--- src/rtl/ws2812_pkg.sv ---
// Shared definitions for the WS2812 chain controller: SFR addresses, CTRL bit
// positions, controller state encoding and the channel brightness helper.
package ws2812_pkg;

  localparam logic [7:0] ADDR_CTRL   = 8'hC2;
  localparam logic [7:0] ADDR_RED    = 8'hC3;
  localparam logic [7:0] ADDR_GREEN  = 8'hC4;
  localparam logic [7:0] ADDR_BLUE   = 8'hC5;
  localparam logic [7:0] ADDR_INDEX  = 8'hC6;
  localparam logic [7:0] ADDR_BRIGHT = 8'hC7;

  localparam int CTRL_GO_BIT   = 0;
  localparam int CTRL_AUTO_BIT = 1;
  localparam int CTRL_BUSY_BIT = 7;

  localparam logic [7:0] BRIGHT_RESET = 8'hFF;

  typedef enum logic [1:0] {
    ST_IDLE  = 2'd0,
    ST_LOAD  = 2'd1,
    ST_SHIFT = 2'd2,
    ST_LATCH = 2'd3
  } ws2812_state_e;

  // (c*b + c) >> 8 : b=0xFF gives c back exactly, b=0x00 gives 0.
  function automatic logic [7:0] scale_chan(input logic [7:0] c, input logic [7:0] b);
    logic [15:0] p;
    p = 16'(c) * 16'(b) + 16'(c);
    return p[15:8];
  endfunction

endpackage

--- src/rtl/ws2812_bit_tx.sv ---
// WS2812 bit serialiser: sends one 24-bit word MSB first with per-bit
// high times T0H/T1H inside a TBIT-cycle period.
//
// Handshake: start is a one-cycle pulse that loads word and begins sending
// (it may arrive while the previous word is in its final cycle, giving a
// seamless chain). done pulses for one cycle two cycles before the last bit
// period ends on dout, so an upstream LOAD cycle can issue the next start
// with no gap between words.
module ws2812_bit_tx
  import ws2812_pkg::*;
#(
  parameter int T0H  = 20,
  parameter int T1H  = 40,
  parameter int TBIT = 64
) (
  input  logic        clk,
  input  logic        rst,
  input  logic        start,
  input  logic [23:0] word,
  output logic        done,
  output logic        dout
);

  localparam int CNT_W = $clog2(TBIT);
  localparam logic [CNT_W-1:0] CNT_LAST = CNT_W'(TBIT - 1);
  localparam logic [CNT_W-1:0] CNT_DONE = CNT_W'(TBIT - 2);
  localparam logic [CNT_W-1:0] HI0      = CNT_W'(T0H);
  localparam logic [CNT_W-1:0] HI1      = CNT_W'(T1H);

  logic [23:0]      shreg_q;
  logic [CNT_W-1:0] cnt_q;
  logic [4:0]       bit_idx_q;
  logic             active_q;

  assign done = active_q && (bit_idx_q == 5'd0) && (cnt_q == CNT_DONE);

  // Bit-period counter and shift register; start has priority over finishing.
  always_ff @(posedge clk or posedge rst) begin
    if (rst) begin
      shreg_q   <= '0;
      cnt_q     <= '0;
      bit_idx_q <= '0;
      active_q  <= 1'b0;
    end else if (start) begin
      shreg_q   <= word;
      cnt_q     <= '0;
      bit_idx_q <= 5'd23;
      active_q  <= 1'b1;
    end else if (active_q) begin
      if (cnt_q == CNT_LAST) begin
        cnt_q <= '0;
        if (bit_idx_q == 5'd0) begin
          active_q <= 1'b0;
        end else begin
          bit_idx_q <= bit_idx_q - 5'd1;
          shreg_q   <= {shreg_q[22:0], 1'b0};
        end
      end else begin
        cnt_q <= cnt_q + CNT_W'(1);
      end
    end
  end

  // Registered line level: high for the first T0H/T1H offsets of each period.
  always_ff @(posedge clk or posedge rst) begin
    if (rst) begin
      dout <= 1'b0;
    end else begin
      dout <= active_q && (shreg_q[23] ? (cnt_q < HI1) : (cnt_q < HI0));
    end
  end

endmodule

--- src/rtl/ws2812_chain_ctrl.sv ---
// WS2812 chain controller with an 8051 SFR interface. Pixels are written
// through RED/GREEN/BLUE/INDEX into a frame buffer and streamed on dout
// followed by a latch-low gap. Optional global brightness is enabled with
// the macro WS2812_BRIGHTNESS_EN.
module ws2812_chain_ctrl
  import ws2812_pkg::*;
#(
  parameter int NUM_LEDS = 8,
  parameter int T0H      = 20,
  parameter int T1H      = 40,
  parameter int TBIT     = 64,
  parameter int TRESET   = 3000
) (
  input  logic       clk,
  input  logic       rst,
  input  logic [7:0] sfr_addr,
  input  logic       sfr_wr,
  input  logic       sfr_rd,
  input  logic [7:0] sfr_data_in,
  output logic [7:0] sfr_data_out,
  output logic       sfr_cs,
  output logic       dout,
  output logic       busy,
  output logic [1:0] state_dbg
);

  localparam int IDX_W = $clog2(NUM_LEDS);
  localparam int LAT_W = $clog2(TRESET);
  localparam logic [IDX_W-1:0] LED_LAST = IDX_W'(NUM_LEDS - 1);
  localparam logic [LAT_W-1:0] LAT_LAST = LAT_W'(TRESET - 1);

  ws2812_state_e    state_q, state_d;
  logic [IDX_W-1:0] led_q;
  logic [LAT_W-1:0] lat_cnt_q;
  logic             pending_q;
  logic [7:0]       red_q, green_q, blue_q, index_q;
  logic             auto_q;
  logic [23:0]      buffer_q [NUM_LEDS];
  logic [23:0]      tx_word;
  logic             tx_done;
  logic             hit_ctrl, hit_red, hit_green, hit_blue, hit_index;
  logic             go_wr, blue_wr;
  logic [7:0]       rd_data;

  assign hit_ctrl  = (sfr_addr == ADDR_CTRL);
  assign hit_red   = (sfr_addr == ADDR_RED);
  assign hit_green = (sfr_addr == ADDR_GREEN);
  assign hit_blue  = (sfr_addr == ADDR_BLUE);
  assign hit_index = (sfr_addr == ADDR_INDEX);
  assign go_wr     = sfr_wr && hit_ctrl && sfr_data_in[CTRL_GO_BIT];
  assign blue_wr   = sfr_wr && hit_blue;
  assign state_dbg = state_q;

`ifdef WS2812_BRIGHTNESS_EN
  logic       hit_bright;
  logic [7:0] bright_q;
  logic [23:0] pix;
  assign hit_bright = (sfr_addr == ADDR_BRIGHT);
  assign sfr_cs     = hit_ctrl | hit_red | hit_green | hit_blue | hit_index | hit_bright;
  assign pix        = buffer_q[led_q];
  assign tx_word    = {scale_chan(pix[23:16], bright_q), scale_chan(pix[15:8], bright_q),
                       scale_chan(pix[7:0], bright_q)};

  // Brightness register, identity at reset.
  always_ff @(posedge clk or posedge rst) begin
    if (rst) begin
      bright_q <= BRIGHT_RESET;
    end else if (sfr_wr && hit_bright) begin
      bright_q <= sfr_data_in;
    end
  end
`else
  assign sfr_cs  = hit_ctrl | hit_red | hit_green | hit_blue | hit_index;
  assign tx_word = buffer_q[led_q];
`endif

  // Read mux; reads are side-effect free and gated by sfr_rd.
  always_comb begin
    rd_data = '0;
    if (hit_ctrl) begin
      rd_data[CTRL_AUTO_BIT] = auto_q;
      rd_data[CTRL_BUSY_BIT] = busy;
    end else if (hit_red) begin
      rd_data = red_q;
    end else if (hit_green) begin
      rd_data = green_q;
    end else if (hit_blue) begin
      rd_data = blue_q;
    end else if (hit_index) begin
      rd_data = index_q;
    end
`ifdef WS2812_BRIGHTNESS_EN
    else if (hit_bright) begin
      rd_data = bright_q;
    end
`endif
    sfr_data_out = sfr_rd ? rd_data : 8'h00;
  end

  // Colour/index/control registers; BLUE write commits a pixel and steps INDEX.
  always_ff @(posedge clk or posedge rst) begin
    if (rst) begin
      red_q   <= '0;
      green_q <= '0;
      blue_q  <= '0;
      index_q <= '0;
      auto_q  <= 1'b0;
    end else if (sfr_wr) begin
      if (hit_ctrl) auto_q <= sfr_data_in[CTRL_AUTO_BIT];
      if (hit_red) red_q <= sfr_data_in;
      if (hit_green) green_q <= sfr_data_in;
      if (hit_blue) begin
        blue_q  <= sfr_data_in;
        index_q <= (index_q == 8'(NUM_LEDS - 1)) ? 8'd0 : index_q + 8'd1;
      end
      if (hit_index && ({1'b0, sfr_data_in} < 9'(NUM_LEDS))) index_q <= sfr_data_in;
    end
  end

  // Frame buffer, one {G,R,B} word per LED.
  always_ff @(posedge clk or posedge rst) begin
    if (rst) begin
      for (int i = 0; i < NUM_LEDS; i++) buffer_q[i] <= '0;
    end else if (blue_wr) begin
      buffer_q[index_q[IDX_W-1:0]] <= {green_q, red_q, sfr_data_in};
    end
  end

  // Next-state logic for the frame sequencer.
  always_comb begin
    state_d = state_q;
    case (state_q)
      ST_IDLE:  if (go_wr || auto_q || pending_q) state_d = ST_LOAD;
      ST_LOAD:  state_d = ST_SHIFT;
      ST_SHIFT: if (tx_done) state_d = (led_q == LED_LAST) ? ST_LATCH : ST_LOAD;
      ST_LATCH: if (lat_cnt_q == LAT_LAST)
                  state_d = (pending_q || go_wr || auto_q) ? ST_LOAD : ST_IDLE;
      default:  state_d = ST_IDLE;
    endcase
  end

  // Sequencer state, LED pointer, latch timer, sticky GO and busy flag.
  always_ff @(posedge clk or posedge rst) begin
    if (rst) begin
      state_q   <= ST_IDLE;
      led_q     <= '0;
      lat_cnt_q <= '0;
      pending_q <= 1'b0;
      busy      <= 1'b0;
    end else begin
      state_q <= state_d;
      busy    <= (state_d != ST_IDLE);
      if (state_d == ST_LOAD) led_q <= (state_q == ST_SHIFT) ? led_q + IDX_W'(1) : '0;
      lat_cnt_q <= (state_q == ST_LATCH) ? lat_cnt_q + LAT_W'(1) : '0;
      if (state_q == ST_LATCH && state_d == ST_LOAD) pending_q <= 1'b0;
      else if (go_wr && state_q != ST_IDLE) pending_q <= 1'b1;
    end
  end

  ws2812_bit_tx #(
    .T0H  (T0H),
    .T1H  (T1H),
    .TBIT (TBIT)
  ) u_bit_tx (
    .clk   (clk),
    .rst   (rst),
    .start (state_q == ST_LOAD),
    .word  (tx_word),
    .done  (tx_done),
    .dout  (dout)
  );

endmodule
--- config.mk ---
export PLATFORM = sky130hd
export DESIGN_NAME = ws2812_chain_ctrl
export DESIGN_NICKNAME = d
export VERILOG_FILES = /design/src/rtl/ws2812_pkg.sv /design/src/rtl/ws2812_bit_tx.sv /design/src/rtl/ws2812_chain_ctrl.sv
export SDC_FILE = /design/constraint.sdc
export NUM_CORES = 1
export LEC_CHECK = 0
export CAP_MARGIN = 0
export CORE_UTILIZATION = 57
export CTS_BUF_LIST = sky130_fd_sc_hd__clkbuf_8
export DETAILED_ROUTE_END_ITERATION = 6
export GPL_ROUTABILITY_DRIVEN = 0
export PLACE_DENSITY = 0.74
export RECOVER_POWER = 50
export SLEW_MARGIN = 20
export SYNTH_ARGS = -nofsm -noshare
export SYNTH_HDL_FRONTEND = slang
export SYNTH_SLANG_ARGS = --single-unit
--- constraint.sdc ---
create_clock -name clk -period 12.95 [get_ports clk]
set_input_delay 2.59 -clock clk [delete_from_list [all_inputs] [get_ports clk]]
set_output_delay 2.59 -clock clk [all_outputs]
set_load 0.02 [all_outputs]
* Yosys cells after proc, flatten, opt, wreduce, memory -nomap -nowiden
Index checks and enable logic that the tools add are counted.
** Operators by class
- Add/subtract/negate cells :: 5
- Magnitude comparators :: 6
- Equality and inequality tests :: 15
- Multiplexer cells :: 44
- Bitwise operators :: 6
- Reduce and logical (&&, ||, !) cells :: 28
** Operators with widths (count)
- $bwmux W192 :: 1
- $mux W24 :: 7
- $bmux W24 S3 :: 1
- $demux W24 S3 :: 1
- $mux W8 :: 8
- $eq A8 B8 Y1 const B :: 5
- $mux W5 :: 5
- $mux W6 :: 3
- $add A12 B1 Y12 const B :: 1
- $eq A12 B12 Y1 const B :: 1
- $eq A6 B6 Y1 const B :: 2
- $mux W12 :: 1
- $reduce_bool A2 Y1 :: 6
- $mux W1 :: 11
- $logic_and A1 B1 Y1 :: 10
- $reduce_and A2 Y1 :: 5
- $add A8 B1 Y8 const B :: 1
- $eq A8 B3 Y1 const B :: 1
- $ge A4 B4 Y1 const B :: 2
- $lt A8 B4 Y1 const B :: 1
- $mux W2 :: 4
- $not A3 Y4 :: 2
- $pmux W2 S4 :: 1
- $add A6 B1 Y6 const B :: 1
- other kinds (15) :: 23
** Word-level totals
- Register bits :: 281
- Word-level logic and storage cells :: 127

* Depth between registers and ports, before layout
Gate-level depths: netlist of run 1.
- Word-level depth :: 11
- Mapped depth :: 8
- Mapped depth without buffers :: 7

* Cells and area by module
Synthesis of run 1 repeated with hierarchy kept, for this count alone.
** Second synthesis, totals
- Cell total of the unflattened synthesis :: 1043
- Area, all modules :: 13636.8 um^2
** By module, submodules not included
- ws2812_chain_ctrl :: instances 1, cells an instance 850, area an instance 11567.3 um^2
- ws2812_bit_tx :: instances 1, cells an instance 193, area an instance 2069.5 um^2

* Least setup slack after synthesis of run 1
OpenSTA, ideal clock, no wires.
- Kind :: input-to-output
- Start :: input port sfr_addr[3]
- End :: output port sfr_data_out[0]
- Arrival time :: 3937 ps
- Required time :: 10360 ps
- Path slack :: 6423 ps
- Stages on the path :: 5
- Buffers on the path :: 1
- Path through :: nor4b_1 > and3_1 > clkbuf_1 > a22oi_1 > nor2_1
** Between the ends
- Word-level cells in the longest chain between the ends :: 7
- Elaborated cells on any way between the ends :: 11
** RTL lines
- from (decl) :: line ws2812_chain_ctrl.sv:16 : input logic [7:0] sfr_addr,
- $eq A8 B8 Y1 :: line ws2812_chain_ctrl.sv:49 : assign hit_index = (sfr_addr == ADDR_INDEX);
- $mux W8 :: line ws2812_chain_ctrl.sv:89 : end else if (hit_index) begin
- $mux W8 :: line ws2812_chain_ctrl.sv:87 : end else if (hit_blue) begin
- $mux W8 :: line ws2812_chain_ctrl.sv:85 : end else if (hit_green) begin
- $mux W8 :: line ws2812_chain_ctrl.sv:83 : end else if (hit_red) begin
- $mux W1 * :: line ws2812_chain_ctrl.sv:80 : if (hit_ctrl) begin
- $mux W8 * :: line ws2812_chain_ctrl.sv:97 : sfr_data_out = sfr_rd ? rd_data : 8'h00;
- to (decl) :: line ws2812_chain_ctrl.sv:20 : output logic [7:0] sfr_data_out,
Mark *: on every way between the ends. The rest lies on a longest branch, timed or not.

* Worst setup path in the final report of run 1
- Start :: input port sfr_addr[1]
- End :: output port sfr_data_out[0]
Same word-level chain as after synthesis.

==> flow_metrics.tcl, run 1 <==
set metrics [dict create \
    run_status "finished, violations left" \
    violations "capacitance limit, slew limit" \
    wl_per_cell_um 21.7 \
    ys_ff_latch 281 \
    crit_required_ns 10.36 \
    crit_buf_inv 2 \
    synth.area.mux_share_pct 27.3 \
    cts.clk_slew.worst_paths_ns 0.06 \
    endpoint_kind "output pin" \
    worstSetupEndpoint "sfr_data_out[0]" \
    grt_use_total_pct 26.0 \
    die_h_um 155 \
    maxCapViolCount 3 \
    syn_avg_cell_area_um2 12.9 \
    overflow 0 \
    regToRegSetupSlack_ns 7.78 \
    total_power_mw 2.07 \
    hold_viol_final 0 \
    drive_above_1_share_pct 32.5 \
    worstReg2RegEnd "u_bit_tx.shreg_q[6]" \
    finalSetupViolations 0 \
    ys.flop_type "dfrtp_1" \
    drc_errors 0 \
    grt_start_max_net_pins 143 \
    die_area_mm2 0.0239 \
    synth_top_family_by_area "multiplexers" \
    cts_tree "built" \
    rows 55 \
    initial_core_util_pct 58.4 \
    cp_cell_sequence "dlygate4sd3_1 > nor2b_1 > and3_1 > a22oi_1 > nor2_1 > clkdlybuf4s50_1" \
    ys_seq_area_share_pct 53.0 \
    fp.coreArea_mm2 0.0227 \
    die-width_um 155 \
    synth_edf_count 0 \
    cts_resized 0 \
    nets 1065 \
    routed_wl_mm 29.5 \
    antenna_found_initial 0 \
    ys_top_cells_by_area "dfrtp_1, mux2_2, mux4_2, nand2_1, mux2_4" \
    avgViaCountPerCell 6.18 \
    synth_cell_type_count 57 \
    crit_type "in -> out" \
    synth_top_area_share_pct 53.0 \
    powerDensity_mw_per_mm2 142 \
    ys_warn_count 0 \
    cts.sinks 281 \
    grt_pass1_vias 8693 \
    hold_class "reg -> reg" \
    synth-xor-area-share_pct 1.06 \
    peakVddDrop_mv 0.133 \
    yosys.area.top_type "dfrtp_1" \
    cts_setup_buffers 0 \
    finalCriticalPeriod_ns 7.89 \
    worstReg2RegStart "led_q[0]" \
    cts_buffers 47 \
    drtIter0Drc 498 \
    synthToLayoutAreaGrowth_pct 10.2 \
    synth.net_count 1057 \
    yosysMostFrequentCell "dfrtp_1" \
    via_count 8387 \
    synthArstFlopShare_pct 100 \
    finalCritPeriodShare_pct 60.9 \
    synth_compound_area_share_pct 5.31 \
    cp.arrival_ns 5.30 \
    cts_hold_buf 0 \
    rsz0062_at_grt "false" \
    crit_path_max_fanout 20 \
    insertedDiodeCount 0 \
    hold-worst-slack_ns 0.480 \
    slowest_delay_ns 1.07 \
    root_buffer "clkbuf_8" \
    critical-path-slowest-cell "dlygate4sd3_1" \
    crit_start "sfr_addr[1]" \
    grt_pass1_wl_mm 47.8 \
    r2r_cells 5 \
    max_slew_margin_pct -310 \
    p_leak_nw 7.00 \
    htreeDepth 2 \
    critical_path.top_delay_family "buffers and inverters" \
    synth-simple-area-share_pct 9.31 \
    clk-insertion-delay-late_ns 0.55 \
    ant_nets 0 \
    finClkSkew_ns 0.0178 \
    synthTopCellsByCount "dfrtp_1, mux2_2, nand2_1" \
    ioPinCount 33 \
    dp_hpwl_mm 17.4 \
    hold_path_depth 1 \
    synth_cells 1029 \
    drv_slew 238 \
    tns_ns 0 \
    synth_adder_area_share_pct 0.755 \
    syn_area_mm2 0.0133 \
    drt_pass1_iterations 5 \
    crit_cells 6 \
    max_freq_mhz 127 \
    worst_pin_slew_ns 6.12 \
    cts_buffer_depth 3 \
    io_buffers 32 \
    cp-start-kind "input port" \
]
==> placed cells by master (no fill, tap or decap), types with 7 or more instances in the layout <==
| cell type | netlist | layout |
|---|---|---|
| clkdlybuf4s50_1 | 0 | 25 |
| mux2i_1 | 10 | 10 |
| ha_1 | 8 | 8 |
| a21oi_1 | 11 | 11 |
| o21ai_0 | 21 | 21 |
| mux2_2 | 190 | 190 |
| dlygate4sd3_1 | 0 | 7 |
| nor2_1 | 37 | 37 |
| nand2_1 | 106 | 106 |
| and3_1 | 13 | 13 |
| a31oi_1 | 26 | 26 |
| buf_4 | 5 | 13 |
| nor3_1 | 9 | 9 |
| xnor2_1 | 9 | 9 |
| inv_1 | 11 | 29 |
| clkbuf_8 | 0 | 61 |
| xor2_1 | 7 | 7 |
| a211oi_1 | 25 | 25 |
| dfrtp_1 | 281 | 279 |
| nor2b_1 | 27 | 27 |
| nand3_1 | 18 | 18 |
| mux2_4 | 20 | 20 |
| mux4_2 | 48 | 48 |
==> per-layer routing <==
layer	routed length [µm]	GRT usage [%]
met5	0	0
met4	590	7.69
met3	1820	4.74
met2	14500	42.6
met1	12600	35.7
==> how the worst min path moves through the flow <==
| stage | start | to | slack (ns) |
|---|---|---|---|
| after floorplan | blue_q[0] | blue_q[0] | 0.44 |
| after global placement | lat_cnt_q[0] | lat_cnt_q[0] | 0.47 |
| after detailed placement | lat_cnt_q[0] | lat_cnt_q[0] | 0.47 |
| after CTS | lat_cnt_q[0] | lat_cnt_q[0] | 0.48 |
| after global routing | buffer_q[54] | buffer_q[54] | 0.51 |
| final | lat_cnt_q[0] | lat_cnt_q[0] | 0.48 |
==> per-stage QoR <==
step | utilization, % | cells | area [µm²] | worst slack (ns)
CTS | 64.4 | 1358 | 14600 | 5.16
detailed placement | 60.3 | 1273 | 13700 | 5.16
floorplan | - | 1029 | 13300 | 2.61
finish | 64.3 | 1358 | 14600 | 5.06
global route | 64.3 | 1358 | 14600 | 4.30
global placement | 60.3 | 1273 | 13700 | 5.26
==> worst register-to-register path, stage by stage, from the launching register on <==
cell      delay [ns]
dfrtp_1         0.56
clkbuf_1        2.99
mux4_2          0.79
nor2b_1         0.15
a211oi_1        0.38
a31oi_1         0.07
==> state kept, by name, summed over array words and instances, names as in the netlist <==
signal	count
pending_q	1
u_bit_tx.cnt_q	6
auto_q	1
index_q	8
state_dbg	2
buffer_q	192
led_q	3
red_q	8
u_bit_tx.active_q	1
green_q	8
blue_q	8
u_bit_tx.bit_idx_q	5
u_bit_tx.shreg_q	24
u_bit_tx.dout	1
busy	1
lat_cnt_q	12
==> report_power, final <==
group	internal, mW	leakage (nW)	switching [mW]
combinational	0.124	2.63	0.171
sequential	0.940	3.81	0.0651
clock	0.421	0.561	0.348
total	1.49	7.00	0.584
==> final cells by class <==
class | count | area (µm²)
Timing Repair Buffer | 48 | 429
Multi-Input combinational cell | 648 | 5810
Clock inverter | 24 | 103
Tap cell | 285 | 357
Fill cell | 1708 | 8100
Sequential cell | 281 | 7030
Clock buffer | 61 | 840
Inverter | 11 | 42.5
==> cell families after synthesis <==
group           Yosys count
compound gates          107
simple gates            249
flops                   281
xor+xnor                 16
mux                     268
buf+inv                 100
fa+ha+maj                 8
(Power assumes the default switching activity.)
==> run 2, diff against run 1 <==
PLACE_DENSITY = 0.77   (was 0.74)
clock period = 6.37 ns   (was 12.95 ns; I/O delays follow)
==> flow_metrics.tcl, run 2 (synthesis results as in run 1) <==
set metrics [dict create \
    crit_required_ns 5.10 \
    rsz0062_at_grt "false" \
    crit_path_max_fanout 5 \
    grt_use_total_pct 25.5 \
    max_freq_mhz 194 \
    root_buffer "clkbuf_8" \
    powerDensity_mw_per_mm2 289 \
    die-width_um 155 \
    drc_errors 0 \
    routed_wl_mm 28.9 \
    die_area_mm2 0.0239 \
    avgViaCountPerCell 6.18 \
    drt_pass1_iterations 5 \
    hold_class "reg -> reg" \
    via_count 8380 \
    cp.arrival_ns 3.89 \
    run_status "finished, violations left" \
    tns_ns 0 \
    largest_reg_flops 192 \
    antenna_found_initial 0 \
    drive_above_1_share_pct 33.5 \
    grt_pass1_wl_mm 47.1 \
    endpoint_kind "output pin" \
    htreeDepth 2 \
    overflow 0 \
    cts_buffer_depth 3 \
    crit_type "in -> out" \
    ioPinCount 33 \
    finalCriticalPeriod_ns 5.16 \
    cts.clk_slew.worst_paths_ns 0.06 \
    dp_hpwl_mm 17.1 \
    io_buffers 32 \
    cp-start-kind "input port" \
    rows 55 \
    layout_common_cells "dfrtp_1, mux2_2, nand2_1" \
    finalCritPeriodShare_pct 81.1 \
    drtIter0Drc 649 \
    cts_hold_buf 0 \
    grt_pass1_vias 8700 \
    initial_core_util_pct 58.4 \
    nets 1063 \
    p_seq_share_pct 49.4 \
    top_register "buffer_q" \
    max_slew_margin_pct -84.9 \
    die_h_um 155 \
    cts_setup_buffers 0 \
    grt_start_max_net_pins 164 \
    synthToLayoutAreaGrowth_pct 10.3 \
    cts_buffers 45 \
    ant_nets 0 \
    insertedDiodeCount 0 \
    placedCellCount 1273 \
    clockPowerShare_pct 37.3 \
    wl_per_cell_um 21.3 \
    clk-insertion-delay-late_ns 0.57 \
    fp.coreArea_mm2 0.0227 \
    drv_slew 168 \
    cts_resized 0 \
    worst_pin_slew_ns 2.77 \
    maxCapViolCount 2 \
    peakVddDrop_mv 0.212 \
    cts.sinks 281 \
    finalSetupViolations 0 \
    violations "capacitance limit, slew limit" \
    p_leak_nw 6.98 \
    reg.largest.list "buffer_q: 192 flops, u_bit_tx.shreg_q: 24 flops, lat_cnt_q: 12 flops" \
    fin_cells 1356 \
    mostFrequentLayoutCell "dfrtp_1" \
    cts_tree "built" \
    hold_viol_final 0 \
    finClkSkew_ns 0.0228 \
    p_switching_mw 1.21 \
    p_comb_share_pct 13.3 \
    fillers 1668 \
    p_int_mw 3.01 \
    swShare_pct 28.6 \
]
-- run 2: cell count changes in the layout (fill, tap and decap cells not counted), moves of 2 or more --
| cell | previous run | this run |
|---|---|---|
| bufinv_16 | 0 | 2 |
| clkbuf_8 | 61 | 53 |
| clkdlybuf4s50_1 | 25 | 31 |
| clkinv_2 | 4 | 14 |
| clkinvlp_4 | 0 | 2 |
| dlygate4sd3_1 | 7 | 1 |
| inv_1 | 29 | 21 |
-- run 2: path summary, 6_finish.rpt --
| check | startpoint | to | slack, ns | cells after the start |
|---|---|---|---|---|
| worst min register to register | blue_q[4] | blue_q[4] | 0.49 | 2 |
| max in group asynchronous | rst | led_q[0] | 1.83 | 3 |
| worst max-delay path | sfr_addr[3] | sfr_data_out[0] | 1.21 | 7 |
| worst max register to register | state_dbg[1] | u_bit_tx.cnt_q[3] | 2.90 | 5 |
| min in group asynchronous | rst | buffer_q[172] | 1.17 | 2 |
| worst min-delay path | blue_q[4] | blue_q[4] | 0.49 | 2 |
-- run 2: metrics by stage --
stage / area [µm²] / util, % / power, mW / setup slack, ns / hold WS [ns]
floorplan: 13300 / - / 2.49 / 1.37 / 0.439
global placement: 13700 / 60.4 / 2.66 / 1.39 / 0.467
detailed placement: 13700 / 60.4 / 2.68 / 1.24 / 0.470
CTS: 14600 / 64.5 / 4.25 / 1.23 / 0.487
global route: 14600 / 64.4 / 4.42 / 1.02 / 0.498
finish: 14600 / 64.4 / 4.22 / 1.21 / 0.489
-- run 2: cell type report --
| class | count | area (µm²) | area share (%) |
|---|---|---|---|
| well taps | 285 | 357 | 2.44 |
| multi-input cells | 648 | 5810 | 39.7 |
| repair buffers | 48 | 443 | 3.03 |
| clock inverters | 30 | 198 | 1.35 |
| inverters | 11 | 42.5 | 0.291 |
| clock buffers | 53 | 729 | 4.99 |
| flip-flops and latches | 281 | 7040 | 48.1 |
-- run 2: critical path: stages --
cell and delay (ns):
clkdlybuf4s50_1 0.42, nor4b_1 0.70, and2_1 0.28, nand2_1 0.12, o21ai_0 0.43, nor2_1 0.10
clkdlybuf4s50_1 0.56
-- run 2: power by group through the flow --
stage                     Combinational, mW  Sequential [mW]  Clock (mW)
after floorplan                       0.477             2.02           0
after global placement                0.550             2.11           0
after global routing                  0.627             2.11        1.69
after CTS                             0.566             2.08        1.60
final                                 0.561             2.08        1.58
after detailed placement              0.565             2.11           0
-- run 2: per-layer routing --
| metal | wire length [µm] | up-vias | GRT usage [%] | part of all wire, % |
|---|---|---|---|---|
| li1 | - | 3738 | - | - |
| met1 | 12300 | 4322 | 34.8 | 42 |
| met2 | 14200 | 253 | 41.9 | 49 |
| met3 | 1700 | 67 | 4.23 | 5.9 |
| met4 | 767 | 0 | 8.35 | 2.7 |
| met5 | 0 | - | 0 | 0 |
